`src/rtl/hit_scan_engine_pkg.sv`:
```
// Shared definitions for the hit scan engine and its neighbours.
// Holds the scan FSM state type, the default sprite geometry and the
// coordinate widths that the duck drawers and shot builder also use.
// It also holds a small popcount helper used for the score update.
package hit_scan_engine_pkg;

  // Scan controller states
  typedef enum logic [1:0] {
    IDLE   = 2'd0,
    SCAN   = 2'd1,
    REPORT = 2'd2
  } scan_state_t;

  // Coordinate widths shared with the drawers and the shot builder.
  // X is signed so ducks can sit partly off the left edge.
  localparam int COORD_X_W = 11;
  localparam int COORD_Y_W = 10;

  // Default sprite boxes in pixels
  localparam int DUCK_BOX_W   = 40;
  localparam int DUCK_BOX_H   = 40;
  localparam int BULLET_BOX_W = 4;
  localparam int BULLET_BOX_H = 8;

  // Channel counts are limited to 16, so a 5-bit popcount is enough
  localparam int MAX_CHANNELS = 16;
  localparam int POP_W        = 5;

  function automatic logic [POP_W-1:0] popcount16(input logic [MAX_CHANNELS-1:0] v);
    logic [POP_W-1:0] cnt;
    cnt = '0;
    for (int i = 0; i < MAX_CHANNELS; i++) begin
      cnt = cnt + POP_W'(v[i]);
    end
    return cnt;
  endfunction

endpackage

```
`src/rtl/hit_scan_engine_aabb_overlap.sv`:
```
// aabb_overlap: purely combinational axis-aligned box overlap test.
// Box A (the target) sits at (a_x, a_y) with size A_W x A_H. Box B (the
// projectile) sits at (b_x, b_y) with size B_W x B_H. X is signed and Y is
// unsigned. Boxes whose edges only touch do not overlap.
// Ports:
//   a_x, a_y  target corner (signed X, unsigned Y)
//   b_x, b_y  projectile corner
//   hit       1 when the boxes share at least one pixel
module aabb_overlap
  import hit_scan_engine_pkg::*;
#(
  parameter int X_W = COORD_X_W,
  parameter int Y_W = COORD_Y_W,
  parameter int A_W = DUCK_BOX_W,
  parameter int A_H = DUCK_BOX_H,
  parameter int B_W = BULLET_BOX_W,
  parameter int B_H = BULLET_BOX_H
) (
  input  logic signed [X_W-1:0] a_x,
  input  logic        [Y_W-1:0] a_y,
  input  logic signed [X_W-1:0] b_x,
  input  logic        [Y_W-1:0] b_y,
  output logic                  hit
);

  // X uses one guard bit over the coordinate width. That is enough because
  // the box sizes are small compared with the coordinate range. Y gets two
  // extra bits. One bit is the zero-extension sign. The other bit absorbs
  // the carry when a box near the bottom of the Y range has its height added.
  localparam logic signed [X_W:0]   AW = (X_W+1)'(A_W);
  localparam logic signed [X_W:0]   BW = (X_W+1)'(B_W);
  localparam logic signed [Y_W+1:0] AH = (Y_W+2)'(A_H);
  localparam logic signed [Y_W+1:0] BH = (Y_W+2)'(B_H);

  logic signed [X_W:0]   ax;
  logic signed [X_W:0]   bx;
  logic signed [Y_W+1:0] ay;
  logic signed [Y_W+1:0] by;
  logic                  x_ov;
  logic                  y_ov;

  assign ax = {a_x[X_W-1], a_x};
  assign bx = {b_x[X_W-1], b_x};
  assign ay = {2'b00, a_y};
  assign by = {2'b00, b_y};

  // Strict compares, so edges that only touch do not count as overlap
  assign x_ov = (bx < ax + AW) && (bx + BW > ax);
  assign y_ov = (by < ay + AH) && (by + BH > ay);
  assign hit  = x_ov && y_ov;

endmodule

```
`src/rtl/hit_scan_engine.sv`:
```
// hit_scan_engine: once-per-frame collision scan of NUM_DUCKS targets
// against NUM_BULLETS bullets. A single shared comparator is used. One
// (duck, bullet) pair is tested per cycle, duck-major. Each duck can be hit
// at most once per scan, and each bullet can be consumed at most once.
// A saturating hit score is kept.
// Ports:
//   vga_clk       sole clock
//   reset         asynchronous active-low reset
//   frame_start   one-cycle pulse; starts a scan when idle
//   duck_x/y      packed duck positions (X signed), duck_alive mask
//   bullet_x/y    packed bullet positions (X signed), bullet_valid mask
//   hit_duck      one-cycle per-duck hit pulse, aligned with scan_done
//   bullet_kill   one-cycle per-bullet consume pulse, aligned with scan_done
//   scan_done     one-cycle pulse marking valid results
//   busy          high from the snapshot until the scan finishes
//   score         saturating total of hits (updates the cycle after scan_done)
//   missed_frame  sticky: frame_start arrived while busy
module hit_scan_engine
  import hit_scan_engine_pkg::*;
#(
  parameter int NUM_DUCKS   = 4,
  parameter int NUM_BULLETS = 8,
  parameter int X_W         = COORD_X_W,
  parameter int Y_W         = COORD_Y_W,
  parameter int DUCK_W      = DUCK_BOX_W,
  parameter int DUCK_H      = DUCK_BOX_H,
  parameter int BULLET_W    = BULLET_BOX_W,
  parameter int BULLET_H    = BULLET_BOX_H,
  parameter int SCORE_W     = 8
) (
  input  logic                         vga_clk,
  input  logic                         reset,
  input  logic                         frame_start,
  input  logic [NUM_DUCKS*X_W-1:0]     duck_x,
  input  logic [NUM_DUCKS*Y_W-1:0]     duck_y,
  input  logic [NUM_DUCKS-1:0]         duck_alive,
  input  logic [NUM_BULLETS*X_W-1:0]   bullet_x,
  input  logic [NUM_BULLETS*Y_W-1:0]   bullet_y,
  input  logic [NUM_BULLETS-1:0]       bullet_valid,
  output logic [NUM_DUCKS-1:0]         hit_duck,
  output logic [NUM_BULLETS-1:0]       bullet_kill,
  output logic                         scan_done,
  output logic                         busy,
  output logic [SCORE_W-1:0]           score,
  output logic                         missed_frame
);

  localparam int DI_W = (NUM_DUCKS   > 1) ? $clog2(NUM_DUCKS)   : 1;
  localparam int BI_W = (NUM_BULLETS > 1) ? $clog2(NUM_BULLETS) : 1;
  localparam int SUM_W = SCORE_W + POP_W;
  localparam logic [SUM_W-1:0] SCORE_MAX = SUM_W'({SCORE_W{1'b1}});

  scan_state_t state_reg, state_next;

  // Frame snapshot. Everything the scan reads comes from here.
  logic [NUM_DUCKS*X_W-1:0]   snap_duck_x_reg;
  logic [NUM_DUCKS*Y_W-1:0]   snap_duck_y_reg;
  logic [NUM_DUCKS-1:0]       snap_alive_reg;
  logic [NUM_BULLETS*X_W-1:0] snap_bullet_x_reg;
  logic [NUM_BULLETS*Y_W-1:0] snap_bullet_y_reg;
  logic [NUM_BULLETS-1:0]     snap_valid_reg;

  logic [DI_W-1:0]            d_idx_reg;
  logic [BI_W-1:0]            b_idx_reg;
  logic [NUM_DUCKS-1:0]       hitmask_reg;
  logic [NUM_BULLETS-1:0]     killmask_reg;

  logic [NUM_DUCKS-1:0]       hit_duck_reg;
  logic [NUM_BULLETS-1:0]     bullet_kill_reg;
  logic                       scan_done_reg;
  logic [SCORE_W-1:0]         score_reg;
  logic                       missed_reg;

  // Unpacked views of the snapshot, indexed by the scan counters
  logic signed [X_W-1:0] duck_x_arr   [NUM_DUCKS];
  logic        [Y_W-1:0] duck_y_arr   [NUM_DUCKS];
  logic signed [X_W-1:0] bullet_x_arr [NUM_BULLETS];
  logic        [Y_W-1:0] bullet_y_arr [NUM_BULLETS];

  genvar gi;
  generate
    for (gi = 0; gi < NUM_DUCKS; gi++) begin : g_duck_unpack
      assign duck_x_arr[gi] = snap_duck_x_reg[gi*X_W +: X_W];
      assign duck_y_arr[gi] = snap_duck_y_reg[gi*Y_W +: Y_W];
    end
    for (gi = 0; gi < NUM_BULLETS; gi++) begin : g_bullet_unpack
      assign bullet_x_arr[gi] = snap_bullet_x_reg[gi*X_W +: X_W];
      assign bullet_y_arr[gi] = snap_bullet_y_reg[gi*Y_W +: Y_W];
    end
  endgenerate

  logic [NUM_DUCKS-1:0]   duck_sel;
  logic [NUM_BULLETS-1:0] bullet_sel;
  logic                   overlap;
  logic                   pair_match;
  logic                   last_pair;

  assign duck_sel   = NUM_DUCKS'(1)   << d_idx_reg;
  assign bullet_sel = NUM_BULLETS'(1) << b_idx_reg;
  assign last_pair  = (d_idx_reg == DI_W'(NUM_DUCKS - 1)) &&
                      (b_idx_reg == BI_W'(NUM_BULLETS - 1));

  aabb_overlap #(
    .X_W (X_W),
    .Y_W (Y_W),
    .A_W (DUCK_W),
    .A_H (DUCK_H),
    .B_W (BULLET_W),
    .B_H (BULLET_H)
  ) u_overlap (
    .a_x (duck_x_arr[d_idx_reg]),
    .a_y (duck_y_arr[d_idx_reg]),
    .b_x (bullet_x_arr[b_idx_reg]),
    .b_y (bullet_y_arr[b_idx_reg]),
    .hit (overlap)
  );

  // Claimed ducks and bullets are skipped. Because the scan order is fixed,
  // the lowest bullet index wins each duck. A bullet goes to the lowest duck
  // index it overlaps.
  assign pair_match = ((snap_alive_reg & duck_sel)     != '0) &&
                      ((snap_valid_reg & bullet_sel)   != '0) &&
                      ((hitmask_reg    & duck_sel)     == '0) &&
                      ((killmask_reg   & bullet_sel)   == '0) &&
                      overlap;

  // Score update. The hits are taken from the registered report pulse, so
  // the new total appears one cycle after scan_done.
  logic [SUM_W-1:0]   score_sum;
  logic [SCORE_W-1:0] score_next;

  always_comb begin
    score_sum  = SUM_W'(score_reg) +
                 SUM_W'(popcount16(MAX_CHANNELS'(hit_duck_reg)));
    score_next = (score_sum > SCORE_MAX) ? {SCORE_W{1'b1}}
                                         : score_sum[SCORE_W-1:0];
  end

  // FSM next-state logic
  always_comb begin
    state_next = state_reg;
    case (state_reg)
      IDLE:    if (frame_start) state_next = SCAN;
      SCAN:    if (last_pair)   state_next = REPORT;
      REPORT:  state_next = IDLE;
      default: state_next = IDLE;
    endcase
  end

  always_ff @(posedge vga_clk or negedge reset) begin
    if (!reset) begin
      state_reg <= IDLE;
    end else begin
      state_reg <= state_next;
    end
  end

  // Snapshot, scan counters and pending masks
  always_ff @(posedge vga_clk or negedge reset) begin
    if (!reset) begin
      snap_duck_x_reg   <= '0;
      snap_duck_y_reg   <= '0;
      snap_alive_reg    <= '0;
      snap_bullet_x_reg <= '0;
      snap_bullet_y_reg <= '0;
      snap_valid_reg    <= '0;
      d_idx_reg         <= '0;
      b_idx_reg         <= '0;
      hitmask_reg       <= '0;
      killmask_reg      <= '0;
    end else begin
      case (state_reg)
        IDLE: begin
          if (frame_start) begin
            snap_duck_x_reg   <= duck_x;
            snap_duck_y_reg   <= duck_y;
            snap_alive_reg    <= duck_alive;
            snap_bullet_x_reg <= bullet_x;
            snap_bullet_y_reg <= bullet_y;
            snap_valid_reg    <= bullet_valid;
            d_idx_reg         <= '0;
            b_idx_reg         <= '0;
            hitmask_reg       <= '0;
            killmask_reg      <= '0;
          end
        end
        SCAN: begin
          if (pair_match) begin
            hitmask_reg  <= hitmask_reg  | duck_sel;
            killmask_reg <= killmask_reg | bullet_sel;
          end
          if (b_idx_reg == BI_W'(NUM_BULLETS - 1)) begin
            b_idx_reg <= '0;
            // Leaves d_idx at the last duck after the final pair; the next
            // frame_start reloads it anyway.
            if (!last_pair) d_idx_reg <= d_idx_reg + DI_W'(1);
          end else begin
            b_idx_reg <= b_idx_reg + BI_W'(1);
          end
        end
        default: ;
      endcase
    end
  end

  // Registered result pulses, score and overrun flag
  always_ff @(posedge vga_clk or negedge reset) begin
    if (!reset) begin
      hit_duck_reg    <= '0;
      bullet_kill_reg <= '0;
      scan_done_reg   <= 1'b0;
      score_reg       <= '0;
      missed_reg      <= 1'b0;
    end else begin
      if (state_reg == REPORT) begin
        hit_duck_reg    <= hitmask_reg;
        bullet_kill_reg <= killmask_reg;
        scan_done_reg   <= 1'b1;
      end else begin
        hit_duck_reg    <= '0;
        bullet_kill_reg <= '0;
        scan_done_reg   <= 1'b0;
      end
      if (scan_done_reg) score_reg <= score_next;
      if (frame_start && (state_reg != IDLE)) missed_reg <= 1'b1;
    end
  end

  assign hit_duck     = hit_duck_reg;
  assign bullet_kill  = bullet_kill_reg;
  assign scan_done    = scan_done_reg;
  assign busy         = (state_reg != IDLE);
  assign score        = score_reg;
  assign missed_frame = missed_reg;

endmodule
```
`config.mk`:
```
export PLATFORM = sky130hd
export DESIGN_NAME = hit_scan_engine
export DESIGN_NICKNAME = d
export VERILOG_FILES = /design/src/rtl/hit_scan_engine_pkg.sv /design/src/rtl/hit_scan_engine_aabb_overlap.sv /design/src/rtl/hit_scan_engine.sv
export SDC_FILE = /design/constraint.sdc
export NUM_CORES = 1
export LEC_CHECK = 0
export ABC_AREA = 1
export CORE_ASPECT_RATIO = 1.25
export CORE_UTILIZATION = 45
export CTS_CLUSTER_DIAMETER = 40
export DETAILED_ROUTE_END_ITERATION = 7
export PLACE_DENSITY = 0.7
export SYNTH_ARGS = -nofsm -noshare
export SYNTH_HDL_FRONTEND = slang
export SYNTH_HIERARCHICAL = 1
export SYNTH_SLANG_ARGS = --single-unit
```
`constraint.sdc`:
```
create_clock -name vga_clk -period 8.7 [get_ports vga_clk]
set_input_delay 2.61 -clock vga_clk [delete_from_list [all_inputs] [get_ports vga_clk]]
set_output_delay 2.61 -clock vga_clk [all_outputs]
set_load 0.1 [all_outputs]
```
==> results_dict.tcl <==
set metrics [dict create \
    run_status "finished clean" \
    clkTransAtPathRegs_ps 50 \
    synth_commonest_cells "nand2_1 (985), dfrtp_1 (305), nor2_1 (181), o21ai_0 (135), inv_1 (85)" \
    cp-end-kind "flop" \
    die_area_sq_mm 0.0352 \
    critical-path-top-delay-family "simple AND/OR/NAND/NOR gates" \
    wl_per_cell_um 16.2 \
    htree_num_levels 2 \
    drtPass1Iterations 5 \
    antenna_found_initial 0 \
    synth.top_cells.by_area "dfrtp_1 (49%), nand2_1 (24%), nor2_1 (4.4%)" \
    synth_nets 2383 \
    grt_usage_pct 25.5 \
    synth_top_area_share_pct 49.2 \
    grt_max_degree 196 \
    cts_buffers 41 \
    multi_input_area_sq_mm 0.00701 \
    place.gp.congestion 0.875 \
    synth-edff-count 0 \
    r2r_slack_ps 3330 \
    finalSetupViolCount 0 \
    drtIter0Drc 1197 \
    arrival_ps 5830 \
    root_buffer "clkbuf_16" \
    grt_pass1_wl_um 71500 \
    die_y_um 210 \
    ant_nets 0 \
    path_class "reg2reg" \
    synth_most_common_cell "nand2_1" \
    regArea_sq_mm 0.00763 \
    cts_resized 0 \
    tightest_slew_ps 1120 \
    fmax_mhz 186 \
    leakage_uw 0.0102 \
    hold_class "reg2reg" \
    synth-async-reset-ratio_pct 100 \
    final_max_slew_viol_count 0 \
    finalHoldViolCount 0 \
    routed_via_density 5.19 \
    cpMaxStageDelayCell "buf_4" \
    rows 75 \
    design_area_sq_mm 0.0201 \
    io_pins 290 \
    crit_buf_inv 4 \
    diodes 0 \
    seq_area_frac_synth_pct 49.2 \
    cts_setup_buffers 0 \
    cp.required_ps 9160 \
    netlist_instances 2059 \
    grt_pass1_vias 14100 \
    cp-start-kind "flop" \
    clock_sinks 305 \
    yosys.area.top_type "dfrtp_1" \
    powerDensity_mw_per_mm2 401 \
    grt_overflow 0 \
    crit_cells 33 \
    crit_path_frequent_cell "nand2_1" \
    cts_hold_buf 0 \
    via_count 14300 \
    cts_tree "done" \
    path_max_fanout 45 \
    final_nets 2622 \
    final.period_utilization_pct 61.7 \
    min_path_cells 2 \
    die_w_um 168 \
    r2r_cells 33 \
    netlist_area_sq_mm 0.0155 \
    drc 0 \
    cts_max_path_buffers 3 \
    post-place-cells 2678 \
    synth_flop_cell "dfrtp_1" \
    postSynthAreaPerCell_sq_um 7.53 \
    skew_ps 21.3 \
    portBuffers 289 \
    yosysWarnings 6 \
    syn2layout_area_growth_pct 29.3 \
    ys_types 36 \
    largest_reg_flops 88 \
    tns_ps 0 \
    drt-total-wl_um 44500 \
    core_area_sq_mm 0.0338 \
    placed_area_sq_mm 0.0186 \
    initial_core_util_pct 45.9 \
    max_stage_delay_ps 420 \
    max_slew_margin_pct 25.0 \
    rsz0062_at_grt "false" \
    drive_gt1_share_pct 4.89 \
    n_fill_cell 3062 \
    insertion_delay_ps 540 \
    instances_no_fill 2753 \
    synth_seq_cells 305 \
    cap_violations 0 \
    ir_drop_v 0.000180 \
    fin_crit_ps 5370 \
    finalHoldWorstSlack_ps 464 \
    hpwl_um 30700 \
]
-- metal layers --
metal  track usage (%)  vias up  routed length [um]
li1                  -     6944                   -
met1              34.1     6746               19200
met2              41.6      502               21000
met3              3.51       90                2480
met4              11.3        0                1890
met5                 0        -                   0
-- layout make-up --
type | count | area share, %
sequential | 305 | 38.1
tap | 423 | 2.64
inverter | 97 | 1.87
clock inverter | 19 | 1.34
timing repair buffer | 304 | 15.1
multi-input combinational | 1549 | 35.0
clock buffer | 56 | 6.06
-- final timing paths --
path | startpoint | endpoint
max in group asynchronous | reset | snap_bullet_x_reg[82]$_DFFE_PN0P_
worst max-delay path | b_idx_reg[1]$_DFFE_PN0P_ | killmask_reg[2]$_DFFE_PN0P_
worst min-delay path | snap_bullet_x_reg[19]$_DFFE_PN0P_ | snap_bullet_x_reg[19]$_DFFE_PN0P_
worst min register to register | snap_bullet_x_reg[19]$_DFFE_PN0P_ | snap_bullet_x_reg[19]$_DFFE_PN0P_
worst max register to register | b_idx_reg[1]$_DFFE_PN0P_ | killmask_reg[2]$_DFFE_PN0P_
min in group asynchronous | reset | bullet_kill[3]$_DFF_PN0_
-- worst register-to-register path: cells and delay by family (launching register included) --
kind / cells / cell delay [ps]
AO/OA/AOI/OAI: 2 / 330
XOR/XNOR: 1 / 130
buffers and inverters: 4 / 1170
flip-flops: 1 / 350
adder cells (fa/ha/maj): 2 / 500
AND/OR/NAND/NOR: 24 / 2810
-- layout by cell type (no fill, tap or decap), types with 7 or more instances in the layout --
cell               n
nor3_1             7
clkbuf_16         43
nand3_1           33
o22ai_1           65
inv_2              9
clkbuf_8           9
clkdlybuf4s50_1  288
xor2_1            24
nor2_1           181
nand2_1          985
dfrtp_1          304
inv_1             84
o21ai_0          135
nand4_1            7
ha_1              54
a21oi_1           23
buf_4             14
-- report_power, final --
part	internal, uW	switching, uW	total, uW
Clock	1140	649	1790
Sequential	2040	354	2400
Combinational	1370	2480	3850
Total	4550	3480	8030
-- metrics by stage --
stage | power, uW | utilization [%] | worst slack [ps]
floorplan | 5130 | - | 4880
global placement | 6080 | 55.0 | 3440
detailed placement | 6250 | 55.0 | 3330
CTS | 8070 | 59.4 | 3310
global route | 8760 | 59.4 | 2790
finish | 8030 | 59.4 | 3330
-- cells by family after synthesis --
family	Yosys count	synth area share, %
buf+inv	205	5.61
simple gates	1230	30.7
fa+ha+maj	57	4.74
xor+xnor	27	1.52
compound gates	235	8.27
flops	305	49.2
(Power assumes the default switching activity.)
==> edit, RTL diff (same settings) <==
Encoding of `scan_state_t`: now one-hot (3 bits for 3 states).
--- a/src/rtl/hit_scan_engine_pkg.sv
+++ b/src/rtl/hit_scan_engine_pkg.sv
@@ -7,6 +7,6 @@
   // Scan controller states
-  typedef enum logic [1:0] {
-    IDLE   = 2'd0,
-    SCAN   = 2'd1,
-    REPORT = 2'd2
+  typedef enum logic [2:0] {
+    IDLE   = 3'b001,
+    SCAN   = 3'b010,
+    REPORT = 3'b100
   } scan_state_t;
Function: same outputs for any inputs over 10 cycles, from zero or initial values and one cycle with reset low; not proved beyond that.
==> edit against the unedited design <==
Final area grew 0.28%. Synthesized cell count shrank 0.24%. Synthesized area hardly changed. Register-to-register slack improved by 0.27 ns. Non-clock buffer count decreased by 1. Core utilization is 0.17 points higher. Count of clock-buffer cells in the layout is 5 lower. Routed wire length fell by 1.3%. Sequential cell count up 1. Global-route usage is 0.20 points lower. Setup slack worse by 0.21 ns. Total power shrank 4.9%. Worst hold slack got worse by 0.0092 ns. First-iteration DRC count decreased by 8.8%. Highest routed layer is now met5.
==> edit: results (changes against the unedited design) <==
- Worst slack, placed: 2.58 ns (was 3.33 ns)
- Largest net degree at the start of global routing: 183 (was 196)
- First-pass GRT wire length: 71.3 mm (was 71.5 mm)
- Gr usage total: 25.3% (was 25.5%)
- Sw frac: 41.8% (was 43.3%)
- CP max stage cell: inv_8 (was buf_4)
- Layout cells sized above 1: 4.85% (was 4.89%)
- DP Cell Count: 2672 (was 2678)
- Adder-Cell Fraction of Synth Area: 4.74% (about the same)
- Post-Syn Nets: 2378 (was 2383)
- Seq/Total Area, Yosys: 49.4% (was 49.2%)
- Detailed Routing Iterations Pass 1: 7 (was 5)
- CP top delay family: buffers and inverters (was simple AND/OR/NAND/NOR gates)
- Synth Area in Compound Gates: 8.30% (was 8.27%)
- Clock Skew: 0.0137 ns (was 0.0213 ns)
- Synth Area in XOR/XNOR: 1.41% (was 1.52%)
- Placed inst area: 18600 sq um (about the same)
- CP max stage delay: 1.04 ns (was 0.42 ns)
- CTS Buf Count: 44 (was 41)
- Routability congestion estimate: 0.822 (was 0.875)
- Leak: 10.2 nW (about the same)
- Worst vdd ir: 0.178 mV (was 0.180 mV)
- Final HPWL DP: 29.0 mm (was 30.7 mm)
- Syn Inst Count: 2054 (was 2059)
- Final wirelength: 44.0 mm (was 44.5 mm)
- First DRT Iteration DRCs: 1092 (was 1197)
- Vias: 14240 (was 14282)
- Netlist cell types: 37 (was 36)
- Top post-synthesis cells by area: dfrtp_1, nand2_1, o21ai_0, ha_1, nor2_1 (was dfrtp_1, nand2_1, nor2_1, ha_1, o21ai_0)
- Critical path peak fanout: 182 (was 45)
- Outcome: completed (unchanged)
[edit: cell count changes in the layout (fill, tap and decap cells not counted), sizes merged, moves of 3 or more]
cell / unedited run / this run
nand2: 990 / 978
nand3: 35 / 47
clkbuf: 56 / 51
clkinvlp: 2 / 7
xor2: 24 / 20
nor2: 187 / 184
nor3: 7 / 10
o21ai: 139 / 142
[edit: final cells by class]
cell class / count / area (sq um)
inverters: 92 / 353
well taps: 423 / 529
fillers: 3082 / 13700
diodes: 2 / 5.00
clock inverters: 28 / 358
flip-flops and latches: 306 / 7660
multi-input cells: 1548 / 7010
clock buffers: 51 / 1180
repair buffers: 303 / 3020
[edit: final timing paths]
| check | to | start | cells after the start | slack (ns) |
|---|---|---|---|---|
| max | snap_duck_y_reg[32]$_DFFE_PN0P_ | frame_start | 6 | 3.12 |
| max reg2reg | killmask_reg[3]$_DFFE_PN0P_ | b_idx_reg[0]$_DFFE_PN0P_ | 33 | 3.60 |
| min reg2reg | missed_frame$_DFFE_PN0P_ | missed_frame$_DFFE_PN0P_ | 1 | 0.45 |
| min in group asynchronous | score[6]$_DFFE_PN0P_ | reset | 1 | 2.03 |
| max in group asynchronous | snap_bullet_y_reg[55]$_DFFE_PN0P_ | reset | 2 | 5.26 |
| min | missed_frame$_DFFE_PN0P_ | missed_frame$_DFFE_PN0P_ | 1 | 0.45 |
[edit: routing by layer]
metal | global-route usage [%] | wire [um] | up-vias
li1 | - | - | 6941
met1 | 34.3 | 19500 | 6755
met2 | 40.8 | 20600 | 460
met3 | 4.22 | 2480 | 82
met4 | 9.46 | 1370 | 2
met5 | 0 | 13 | -
